--- src/rtl/fpu_pkg.sv ---
// Shared FPU definitions: single-precision field layout and constants.
// Used by the int-to-float converter, comparator and arithmetic units.
package fpu_pkg;

    localparam int EXP_W         = 8;
    localparam int MANT_W        = 23;
    localparam int BIAS          = 127;
    localparam int ITOF_EXP_BASE = 158;

    typedef struct packed {
        logic              sign;
        logic [EXP_W-1:0]  exp;
        logic [MANT_W-1:0] mant;
    } float_t;

endpackage

--- src/rtl/lzc32.sv ---
// Combinational 32-bit leading-zero counter built as a binary merge tree.
// count is only meaningful when all_zero is clear.
module lzc32 (
    input  logic [31:0] data,
    output logic [4:0]  count,
    output logic        all_zero
);

    logic [15:0] z1;
    logic [0:0]  c1 [16];
    logic [7:0]  z2;
    logic [1:0]  c2 [8];
    logic [3:0]  z3;
    logic [2:0]  c3 [4];
    logic [1:0]  z4;
    logic [3:0]  c4 [2];

    // Each node: zero if both halves zero; count from the high half unless it is empty.
    for (genvar i = 0; i < 16; i++) begin : g_l1
        assign z1[i] = ~(data[2*i+1] | data[2*i]);
        assign c1[i] = ~data[2*i+1];
    end

    for (genvar i = 0; i < 8; i++) begin : g_l2
        assign z2[i] = z1[2*i+1] & z1[2*i];
        assign c2[i] = z1[2*i+1] ? {1'b1, c1[2*i]} : {1'b0, c1[2*i+1]};
    end

    for (genvar i = 0; i < 4; i++) begin : g_l3
        assign z3[i] = z2[2*i+1] & z2[2*i];
        assign c3[i] = z2[2*i+1] ? {1'b1, c2[2*i]} : {1'b0, c2[2*i+1]};
    end

    for (genvar i = 0; i < 2; i++) begin : g_l4
        assign z4[i] = z3[2*i+1] & z3[2*i];
        assign c4[i] = z3[2*i+1] ? {1'b1, c3[2*i]} : {1'b0, c3[2*i+1]};
    end

    assign all_zero = z4[1] & z4[0];
    assign count    = z4[1] ? {1'b1, c4[0]} : {1'b0, c4[1]};

endmodule

--- src/rtl/fpu_itof.sv ---
// Two-stage signed int32 to single-precision converter with valid/ready.
// Define ITOF_ROUND_EN for round-to-nearest-even; otherwise truncates.
module fpu_itof
    import fpu_pkg::*;
#(
    parameter int TAG_W = 5
) (
    input  logic             clk,
    input  logic             rstn,
    input  logic             in_valid,
    output logic             in_ready,
    input  logic [31:0]      in_data,
    input  logic [TAG_W-1:0] in_tag,
    output logic             out_valid,
    input  logic             out_ready,
    output logic [31:0]      out_data,
    output logic [TAG_W-1:0] out_tag,
    output logic             out_inexact
);

    logic             s1_valid;
    logic             s2_valid;
    logic             s1_adv;
    logic             s2_adv;
    logic             s1_sign;
    logic             s1_zero;
    logic [31:0]      s1_mag;
    logic [4:0]       s1_lz;
    logic [TAG_W-1:0] s1_tag;

    logic [31:0]      mag;
    logic [4:0]       lz;
    logic             all_zero;

    assign mag = in_data[31] ? (~in_data + 32'd1) : in_data;

    lzc32 u_lzc (
        .data     (mag),
        .count    (lz),
        .all_zero (all_zero)
    );

    assign s2_adv    = !s2_valid || out_ready;
    assign s1_adv    = !s1_valid || s2_adv;
    assign in_ready  = s1_adv;
    assign out_valid = s2_valid;

    logic [30:0]       norm;
    logic [EXP_W-1:0]  exp_n;
    logic [MANT_W-1:0] mant_n;
    logic [MANT_W:0]   mant_r;
    logic              guard;
    logic              sticky;
    logic              inexact;
    float_t            res;

    always_comb begin
        norm    = 31'(s1_mag << s1_lz);
        exp_n   = EXP_W'(ITOF_EXP_BASE) - EXP_W'(s1_lz);
        mant_n  = norm[30:8];
        guard   = norm[7];
        sticky  = |norm[6:0];
        inexact = guard | sticky;
`ifdef ITOF_ROUND_EN
        mant_r  = {1'b0, mant_n} + (MANT_W+1)'(guard & (sticky | mant_n[0]));
`else
        mant_r  = {1'b0, mant_n};
`endif
        // A carry out leaves the mantissa field at zero and bumps the exponent.
        res.sign = s1_sign;
        res.exp  = exp_n + EXP_W'(mant_r[MANT_W]);
        res.mant = mant_r[MANT_W-1:0];
        if (s1_zero) begin
            res     = '0;
            inexact = 1'b0;
        end
    end

    always_ff @(posedge clk or negedge rstn) begin
        if (!rstn) begin
            s1_valid    <= 1'b0;
            s1_sign     <= 1'b0;
            s1_zero     <= 1'b0;
            s1_mag      <= '0;
            s1_lz       <= '0;
            s1_tag      <= '0;
            s2_valid    <= 1'b0;
            out_data    <= '0;
            out_tag     <= '0;
            out_inexact <= 1'b0;
        end else begin
            if (s1_adv) begin
                s1_valid <= in_valid;
                if (in_valid) begin
                    s1_sign <= in_data[31];
                    s1_mag  <= mag;
                    s1_zero <= all_zero;
                    s1_lz   <= lz;
                    s1_tag  <= in_tag;
                end
            end
            if (s2_adv) begin
                s2_valid <= s1_valid;
                if (s1_valid) begin
                    out_data    <= res;
                    out_tag     <= s1_tag;
                    out_inexact <= inexact;
                end
            end
        end
    end

endmodule

--- config.mk ---
export PLATFORM = sky130hd
export DESIGN_NAME = fpu_itof
export DESIGN_NICKNAME = d
export VERILOG_FILES = /design/src/rtl/fpu_pkg.sv /design/src/rtl/lzc32.sv /design/src/rtl/fpu_itof.sv
export SDC_FILE = /design/constraint.sdc
export NUM_CORES = 1
export LEC_CHECK = 0
export ABC_AREA = 1
export BUFFER_PORTS_ARGS = -buffer_cell sky130_fd_sc_hd__buf_2
export CAP_MARGIN = 15
export CORE_ASPECT_RATIO = 1.4
export CORE_MARGIN = 2
export CORE_UTILIZATION = 60
export DETAILED_ROUTE_END_ITERATION = 16
export PLACE_DENSITY_LB_ADDON = 0.25
export SKIP_CTS_REPAIR_TIMING = 1
export SLEW_MARGIN = 40
export SYNTH_ARGS = -nofsm -noshare
export SYNTH_HDL_FRONTEND = slang
export SYNTH_SLANG_ARGS = --single-unit
--- constraint.sdc ---
create_clock -name clk -period 2.94 [get_ports clk]
set_input_delay 0.294 -clock clk [delete_from_list [all_inputs] [get_ports clk]]
set_output_delay 0.294 -clock clk [all_outputs]
set_load 0.1 [all_outputs]
-- After elaboration in Yosys (flattened, before gate mapping)
Cells that the tools add are included.
- logic and storage cells: 103
- register bits after elaboration: 84
- bitwise operators: 65
- reduce and logical (&&, ||, !) cells: 7
- add/subtract/negate cells: 2
- shift operators: 1
- mux-type cells: 18
- operators with widths (operator ; number):
    2-to-1 mux 32 bit ; 2
    adder 32 x 1 -> 32 bit, second input constant ; 1
    inverter 1 bit ; 32
    inverter 32 bit ; 1
    left shift 32 x 5 -> 31 bit ; 1
    OR 1 bit ; 17
    2-to-1 mux 2 bit ; 8
    bitwise AND 1 bit ; 15
    2-to-1 mux 3 bit ; 4
    2-to-1 mux 4 bit ; 2
    subtractor 8 x 5 -> 8 bit, first input constant ; 1
    OR reduction 7 bit ; 1
    2-to-1 mux 5 bit ; 1
    AND reduction 2 bit ; 2
    zero test 1 bit ; 2
    logical OR 1 bit ; 2
    2-to-1 mux 1 bit ; 1

-- Longest topological paths before layout
Gate-level depths: netlist of run 1.
- depth in word-level cells: 9
- mapped depth: 18
- mapped depth without buffers: 18

-- Hierarchy
From an unflattened synthesis of run 1, not the netlist that was laid out.
- cell total of the unflattened synthesis: 932
- area, all modules: 5950.7 um^2
- modules (own cells, without submodules) (module ; area each (um^2) ; instances ; cells an instance ; seq. area each (um^2)):
    fpu_itof ; 5484.0 ; 1 ; 828 ; 2077.0
    lzc32 ; 466.7 ; 1 ; 104 ; 0.0

-- Worst setup path before layout of run 1
Ideal clock, no wire load.
- path kind: register -> register
- start: register s2_valid, in the netlist out_valid
- end: register s1_zero
- slack: -189 ps
- data required time: 2848 ps
- period minus slack after synthesis: 3129 ps
- setup time: 92 ps
- arrival time: 3037 ps
- path buffers: 2
- cell stages (with the launch flop): 7
- path through: dfrtp_1 > nand3_1 > nand2_1 > clkbuf_8 > clkbuf_1 > nand2_1 > o31ai_2
- longest elaborated chain between the ends: 4
- RTL lines (element ; line ; RTL):
    from (decl) ; fpu_itof.sv:22 ; logic s2_valid;
    from (signal assigned) ; fpu_itof.sv:103 ; s2_valid <= s1_valid;
    zero test 1 bit ; fpu_itof.sv:43 ; assign s2_adv = !s2_valid || out_ready;
    logical OR 1 bit ; fpu_itof.sv:43 ;
    logical OR 1 bit ; fpu_itof.sv:44 ; assign s1_adv = !s1_valid || s2_adv;
    net in_ready ; fpu_itof.sv:11 ; output logic in_ready,
    AND reduction 2 bit (no line) ; n/a ;
    to (signal assigned) ; fpu_itof.sv:97 ; s1_zero <= all_zero;
    to (decl) ; fpu_itof.sv:26 ; logic s1_zero;
The timed path passes the listed nets, and every way through them passes these cells.
A chain may end at the register's enable or synchronous reset.

-- Worst setup path in the final report of run 1
- start: register s2_valid, in the netlist out_valid
- end: register out_data[11]
- longest elaborated chain between the ends: 3
- RTL lines (element ; line ; RTL):
    zero test 1 bit ; fpu_itof.sv:43 ;
    logical OR 1 bit ; fpu_itof.sv:43 ;
    AND reduction 2 bit (no line) ; n/a ;
    to (signal assigned) ; fpu_itof.sv:105 ; out_data <= res;
    to (decl) ; fpu_itof.sv:16 ; output logic [31:0] out_data,
Every way passes these cells.

==> summary.md, run 1 <==
| Metric | Value |
|---|---|
| Buf+Inv Stages, Crit Path | `2` |
| Setup CP Type | `reg -> reg` |
| Placement Rows | `43` |
| Synth Area in Compound Gates | `17.0%` |
| Final Hold Fails | `20` |
| Sink Count | `83` |
| Post-route insts no fill | `1135` |
| Gpl congestion | `0.976` |
| Final number of setup-violating endpoints | `0` |
| Mux cell area share after synthesis | `1.14%` |
| Worst path arrival time | `2.46 ns` |
| CTS root buf | `clkbuf_16` |
| Share of cells above drive strength 1 | `17.0%` |
| Worst setup EP type | `flip-flop` |
| Largest family of logic cells by synthesized area | `simple AND/OR/NAND/NOR gates` |
| Fillers | `945` |
| Pwr per Cell Area | `817 nW/um^2` |
| Critical Path Slowest Stage Cell | `dfrtp_1` |
| Post-Synthesis Cells | `935` |
| Synthesis Warnings | `0` |
| Area contributors post-synth | `dfrtp_1 (34%), nand2_1 (21%), o21ai_0 (9.9%)` |
| Port bufs | `80` |
| Setup TNS | `0 ns` |
| Leakage | `0.00350 uW` |
| Residual DRC | `0` |
| DP Cell Count | `1119` |
| Total CTS buffers | `9` |
| Unique masters post-synth | `50` |
| CP Launch Type | `flip-flop` |
| R2r setup slk | `0.71 ns` |
| Reg2reg start | `out_valid` |
| Yosys reg bits | `83` |
| CP Max Fanout | `16` |
| DR iter-0 viols | `359` |
| Synth Area in Adders | `0.409%` |
| DIE AREA | `11000 sq um` |
| Post-Syn Area | `6120 sq um` |
| Reg2Reg Depth | `7` |
| Synth area leader | `dfrtp_1` |
| Clock Skew | `0.00946 ns` |
| Total power | `5610 uW` |
| RSZ-0062 raised after global routing | `no` |
| Area Overhead vs Synth | `12.3%` |
| Relative slew slack | `48.1%` |
| FF-to-FF End | `out_data[11]` |
| Syn_nets | `978` |
| Initial antenna violation count | `0` |
| Hold crit path type | `in -> async` |
| Vias | `6185` |
| Clock Pin Slew Worst Setup and Hold Paths | `0.06 ns` |
| I/O pin count | `81` |
| Hold Slack | `-0.0330 ns` |
| Post-synth EDFFs | `0` |
| Seq/Total Area, Yosys | `33.9%` |
| Worst-Margin Slew | `0.779 ns` |
| Top delay family on crit path | `simple AND/OR/NAND/NOR gates` |
| Post-Synth XOR/XNOR Area | `1.00%` |
| Wire per inst | `13.9 um` |
| Clk Latency, worst-skew pair | `0.35 ns` |
| CTS tree | `built` |
| Pin count of the biggest net entering global routing | `84` |
| Max stage delay on crit path | `0.41 ns` |
| Top-area cell type share of the netlist area | `33.9%` |
| Syn Area/Cell | `6.55 sq um` |
| Initial Utilization | `61.9%` |
| Area of the multi-input gates | `3520 sq um` |
| Max_cap viols | `0` |
| Final Cycle Share | `76.0%` |
| Minimum clock period | `2.23 ns` |
| Antenna viol nets, final | `0` |
| Vias in the first global route | `5567` |
| Core Footprint | `9900 sq um` |
| Total GRT Usage | `29.9%` |
| WL final | `15800 um` |
| Slew Limit Fails | `0` |
| Global route overflow | `0` |
| Via density | `5.45` |
| Post-synthesis simple-gate area fraction | `37.8%` |
| First-pass DRT Iterations | `5` |
| ANT cells | `0` |
| Status | `complete, but fails checks` |
| Main flop type after synthesis | `dfrtp_1` |
| Chip Width | `89.4 um` |
| First-pass GRT wire length | `25700 um` |
| CP required | `3.17 ns` |
| Total number of H-tree levels | `3` |
| F_max | `448 MHz` |
| Post-detail-place hpwl | `12300 um` |
| Max Buffers Root-to-Sink | `2` |
| Critical-path cell list | `nand2_1, nand2_1, nor2_1, inv_1, nor2_2, inv_1, o311ai_0` |
| Die Y | `124 um` |
| Fin nets | `1038` |
| Register Area | `2080 sq um` |
| Fraction of registers with async set/reset | `100%` |
| Failing checks | `negative hold slack` |
| Peak supply drop | `0.426 mV` |
-- cells in the mapped netlist (all sizes together), types with 7 or more instances --
master,number
a21oi,10
buf,18
clkbuf,25
dfrtp,83
inv,84
mux2i,7
nand2,355
nand3,55
nand4,10
nor2,97
o211ai,12
o21ai,134
o221ai,8
-- sequential cells by signal (all words and copies together) (netlist names) --
name         cells
s1_tag           5
out_tag          5
s1_lz            5
out_valid        1
out_inexact      1
s1_mag          31
out_data        32
s1_valid         1
s1_zero          1
s1_sign          1
-- metal layers --
layer | part of all wire [%] | vias up | track usage [%]
met3 | 4.0 | 52 | 4.47
met1 | 41 | 2786 | 35.1
met4 | 4.2 | 0 | 14.7
met2 | 51 | 199 | 52.1
met5 | 0 | - | 0
li1 | - | 3148 | -
-- power by group --
part,switching (uW),internal (uW)
combinational,2420,560
sequential,148,1430
clock,459,603
total,3030,2590
-- how the worst max path moves through the flow --
| stage | start | to | slack [ns] | depth (start not counted) |
|---|---|---|---|---|
| global placement | in_data[31] | s1_lz[0] | 0.54 | 13 |
| detailed placement | in_data[31] | s1_lz[1] | 0.53 | 14 |
| finish | out_valid | out_data[11] | 0.71 | 7 |
| CTS | out_valid | out_data[11] | 0.70 | 7 |
| floorplan | out_valid | s1_zero | 0.21 | 6 |
| global route | out_valid | out_data[11] | 0.52 | 7 |
-- cells by family after synthesis --
| logic type | Yosys count |
|---|---|
| AND/OR/NAND/NOR | 526 |
| AO/OA/AOI/OAI | 182 |
| buffers and inverters | 128 |
| flip-flops | 83 |
| XOR/XNOR | 7 |
| multiplexers | 7 |
| adder cells (fa/ha/maj) | 2 |
-- metrics by stage --
step,cell area [sq um],setup WS (ns),util [%]
after CTS,6880,0.701,69.5
after global routing,6880,0.517,69.5
after detailed placement,6590,0.528,66.5
final,6880,0.705,69.5
after floorplan,6130,0.209,-
after global placement,6580,0.539,66.5
-- worst reg2reg max path, cell delays in order, from the launching register on --
cell and delay [ns]:
dfrtp_1 0.41, nand2_1 0.11, nand2_1 0.08, nor2_1 0.25, inv_1 0.19, nor2_2 0.38, inv_1 0.33, o311ai_0 0.38
-- area by class of cell --
class                   instances  share of cell area (%)
flip-flops and latches         83                    30.2
multi-input cells             724                    51.2
repair buffers                 92                    7.22
clock buffers                  10                    3.48
well taps                     135                    2.46
inverters                      85                    4.68
clock inverters                 6                   0.728
-- layout by cell type, fill, tap and decap left out, types with 2 or more instances in the layout --
master	count
nand2_1	335
o21ai_0	121
dfrtp_1	83
inv_1	79
buf_2	79
nor2_1	76
nand3_1	48
nand2_2	17
o211ai_1	12
buf_4	12
nor2_2	11
nand4_1	10
o21ai_1	9
a21oi_1	9
clkbuf_16	9
nor2_4	8
o221ai_1	8
mux2i_1	7
nand3_2	6
a31oi_1	6
xor2_1	6
inv_2	4
nand2_4	3
o21ai_2	3
nor3_1	3
clkinv_4	3
nand3b_1	2
o21bai_1	2
nor2_8	2
a21boi_0	2
a22o_1	2
a211oi_1	2
ha_1	2
Note: power is estimated with default switching activity, not from simulation.
==> run 2: changes to the inputs <==
Settings changed: CORE_UTILIZATION 60 to 59.
Clock period 2.94 ns to 2.2 ns, I/O delays scaled along.
==> run 2 against run 1 <==
Against the previous run: the run now ends clean; largest cell class unchanged; register-to-register slack got worse by 0.44 ns; core utilization fell by 0.17 points; sequential power rose by 35%; worst hold slack improved by 0.094 ns; fmax rose by 15%; cell area rose by 3.2%; clock power rose by 44%; clock-buffer cell count fell by 1; non-clock buffer count rose by 19; combinational power rose by 36%.
==> summary.md, run 2 (same netlist as run 1, synthesis figures left out) <==
| Metric | Value |
|---|---|
| F_max | `517 MHz` |
| Chip Width | `90.1 um` |
| First-pass GRT wire length | `26900 um` |
| Minimum clock period | `1.94 ns` |
| Sw power | `4090 uW` |
| Seq pwr share | `27.6%` |
| Die Y | `125 um` |
| Hold crit path type | `in -> reg` |
| Status | `finished, final reports clean` |
| CTS root buf | `clkbuf_16` |
| Clk pwr share | `19.9%` |
| Relative slew slack | `57.6%` |
| Sink Count | `83` |
| Total CTS buffers | `9` |
| Buf+Inv Stages, Crit Path | `2` |
| Total GRT Usage | `29.6%` |
| FF-to-FF End | `out_data[21]` |
| Setup TNS | `0 ns` |
| Residual DRC | `0` |
| Clock Skew | `0.0115 ns` |
| Util after Layout | `69.3%` |
| WHS Path Cells | `3` |
| ANT cells | `0` |
| Gpl congestion | `0.959` |
| Share of cells above drive strength 1 | `18.8%` |
| Pint | `3610 uW` |
| Setup CP Type | `reg -> reg` |
| Register with the most flip-flops | `out_data` |
| Final number of setup-violating endpoints | `0` |
| CP required | `2.46 ns` |
| Worst path arrival time | `2.20 ns` |
| Max reg flops | `32` |
| Commonest non-fill, non-tap cells in the layout | `nand2_1 (335), o21ai_0 (121), dfrtp_1 (81)` |
| Initial Utilization | `59.8%` |
| Initial antenna violation count | `0` |
| WL final | `16200 um` |
| Slew Limit Fails | `0` |
| Clk Latency, worst-skew pair | `0.35 ns` |
| Fin nets | `1058` |
| Area Overhead vs Synth | `15.8%` |
| Critical-path cell list | `buf_12, o21ai_0, buf_4, nand2_1, mux2i_1, o21ai_0, o211ai_1` |
| CP Launch Type | `flip-flop` |
| Post-detail-place hpwl | `12800 um` |
| Antenna viol nets, final | `0` |
| Reg2Reg Depth | `7` |
| Final Cycle Share | `88.0%` |
| Top delay family on crit path | `compound AO/OA/AOI/OAI gates` |
| DR iter-0 viols | `329` |
| Final Hold Fails | `0` |
| Pin count of the biggest net entering global routing | `42` |
| Vias | `6235` |
| R2r setup slk | `0.26 ns` |
| Global route overflow | `0` |
| Critical Path Slowest Stage Cell | `dfrtp_2` |
| Core Footprint | `10200 sq um` |
| Port bufs | `80` |
| Clock Pin Slew Worst Setup and Hold Paths | `0.07 ns` |
| Worst-Margin Slew | `0.636 ns` |
| CTS tree | `built` |
| Via density | `5.38` |
| Worst setup EP type | `flip-flop` |
| Commonest non-fill, non-tap cell in the layout | `nand2_1` |
| Placement Rows | `44` |
| I/O pin count | `81` |
| RSZ-0062 raised after global routing | `no` |
| Vias in the first global route | `5814` |
| Reg2reg start | `s1_lz[0]` |
| Net Sw Frac | `53.1%` |
| First-pass DRT Iterations | `5` |
| Max_cap viols | `0` |
| Peak supply drop | `0.493 mV` |
| Wire per inst | `14.0 um` |
| Pwr per Cell Area | `1090 nW/um^2` |
| Max Buffers Root-to-Sink | `2` |
| Min-delay src | `in_tag[3]` |
| Max stage delay on crit path | `0.47 ns` |
| Hold EP | `s1_tag[3]` |
| Leakage | `0.00361 uW` |
| Combinational fraction of design power | `52.5%` |
| Critical path's most frequent cell | `o21ai_0` |
| CP Max Fanout | `27` |
| Largest regs | `out_data (32), s1_mag (31)` |
| Total number of H-tree levels | `3` |
| DIE AREA | `11200 sq um` |
run 2: changes by cell type in the layout (fill, tap and decap cells not counted), sizes merged:
cell / previous run / this run
inv: 85 / 88
buf: 92 / 110
bufinv: 0 / 1
dlygate4sd3: 0 / 1
clkinvlp: 1 / 3
clkbuf: 10 / 9
clkinv: 5 / 1
run 2: worst max-delay path by stage:
stage	start	endpoint	slack, ns	cells after the start
2_1_floorplan	out_valid	s1_zero	0.16	6
3_3_place_gp	in_data[0]	s1_lz[2]	0.02	17
3_5_place_dp	in_data[0]	s1_lz[2]	0.004	17
4_1_cts	s1_lz[0]	out_inexact	0.16	11
5_1_grt	s1_lz[0]	out_data[11]	0.05	8
6_report	s1_lz[0]	out_data[21]	0.26	7
run 2: cell type report:
class,instances,area [sq um]
multi-input cells,724,3530
inverters,85,325
fillers,961,3150
repair inverters,1,5.00
clock buffers,9,225
repair buffers,111,676
clock inverters,7,81.3
flip-flops and latches,83,2080
well taps,138,173
run 2: routing by layer:
layer | part of all wire [%] | global-route usage (%) | up-vias
li1 | - | - | 3190
met4 | 5.1 | 16.7 | 0
met2 | 51 | 53.6 | 220
met3 | 4.7 | 3.69 | 59
met1 | 39 | 33.2 | 2766
met5 | 0 | 0 | -
run 2: metrics by stage:
| step | total power (uW) | setup WS, ns | instance area, sq um | hold WS [ns] | instances |
|---|---|---|---|---|---|
| global placement | 6110 | 0.0206 | 6760 | 0.195 | 1139 |
| detailed placement | 6160 | 0.00406 | 6760 | 0.196 | 1139 |
| floorplan | 5340 | 0.157 | 6140 | -0.0756 | 935 |
| global route | 8100 | 0.0518 | 7090 | 0.0821 | 1158 |
| CTS | 7700 | 0.161 | 7070 | -0.167 | 1155 |
| finish | 7700 | 0.265 | 7090 | 0.0606 | 1158 |
run 2: power by group through the flow:
stage          logic, uW  clock network, uW  registers [uW]
2_1_floorplan       1310                  0            4030
5_1_grt             4320               1610            2170
6_report            4040               1530            2120
4_1_cts             4030               1550            2120
3_3_place_gp        3990                  0            2120
3_5_place_dp        4010                  0            2140
run 2: worst reg2reg max path: cells and delay by family (launching register included):
family	cells	cell delay, ns
AO/OA/AOI/OAI	3	0.67
buffers and inverters	2	0.36
flip-flops	1	0.47
multiplexers	1	0.30
AND/OR/NAND/NOR	1	0.05
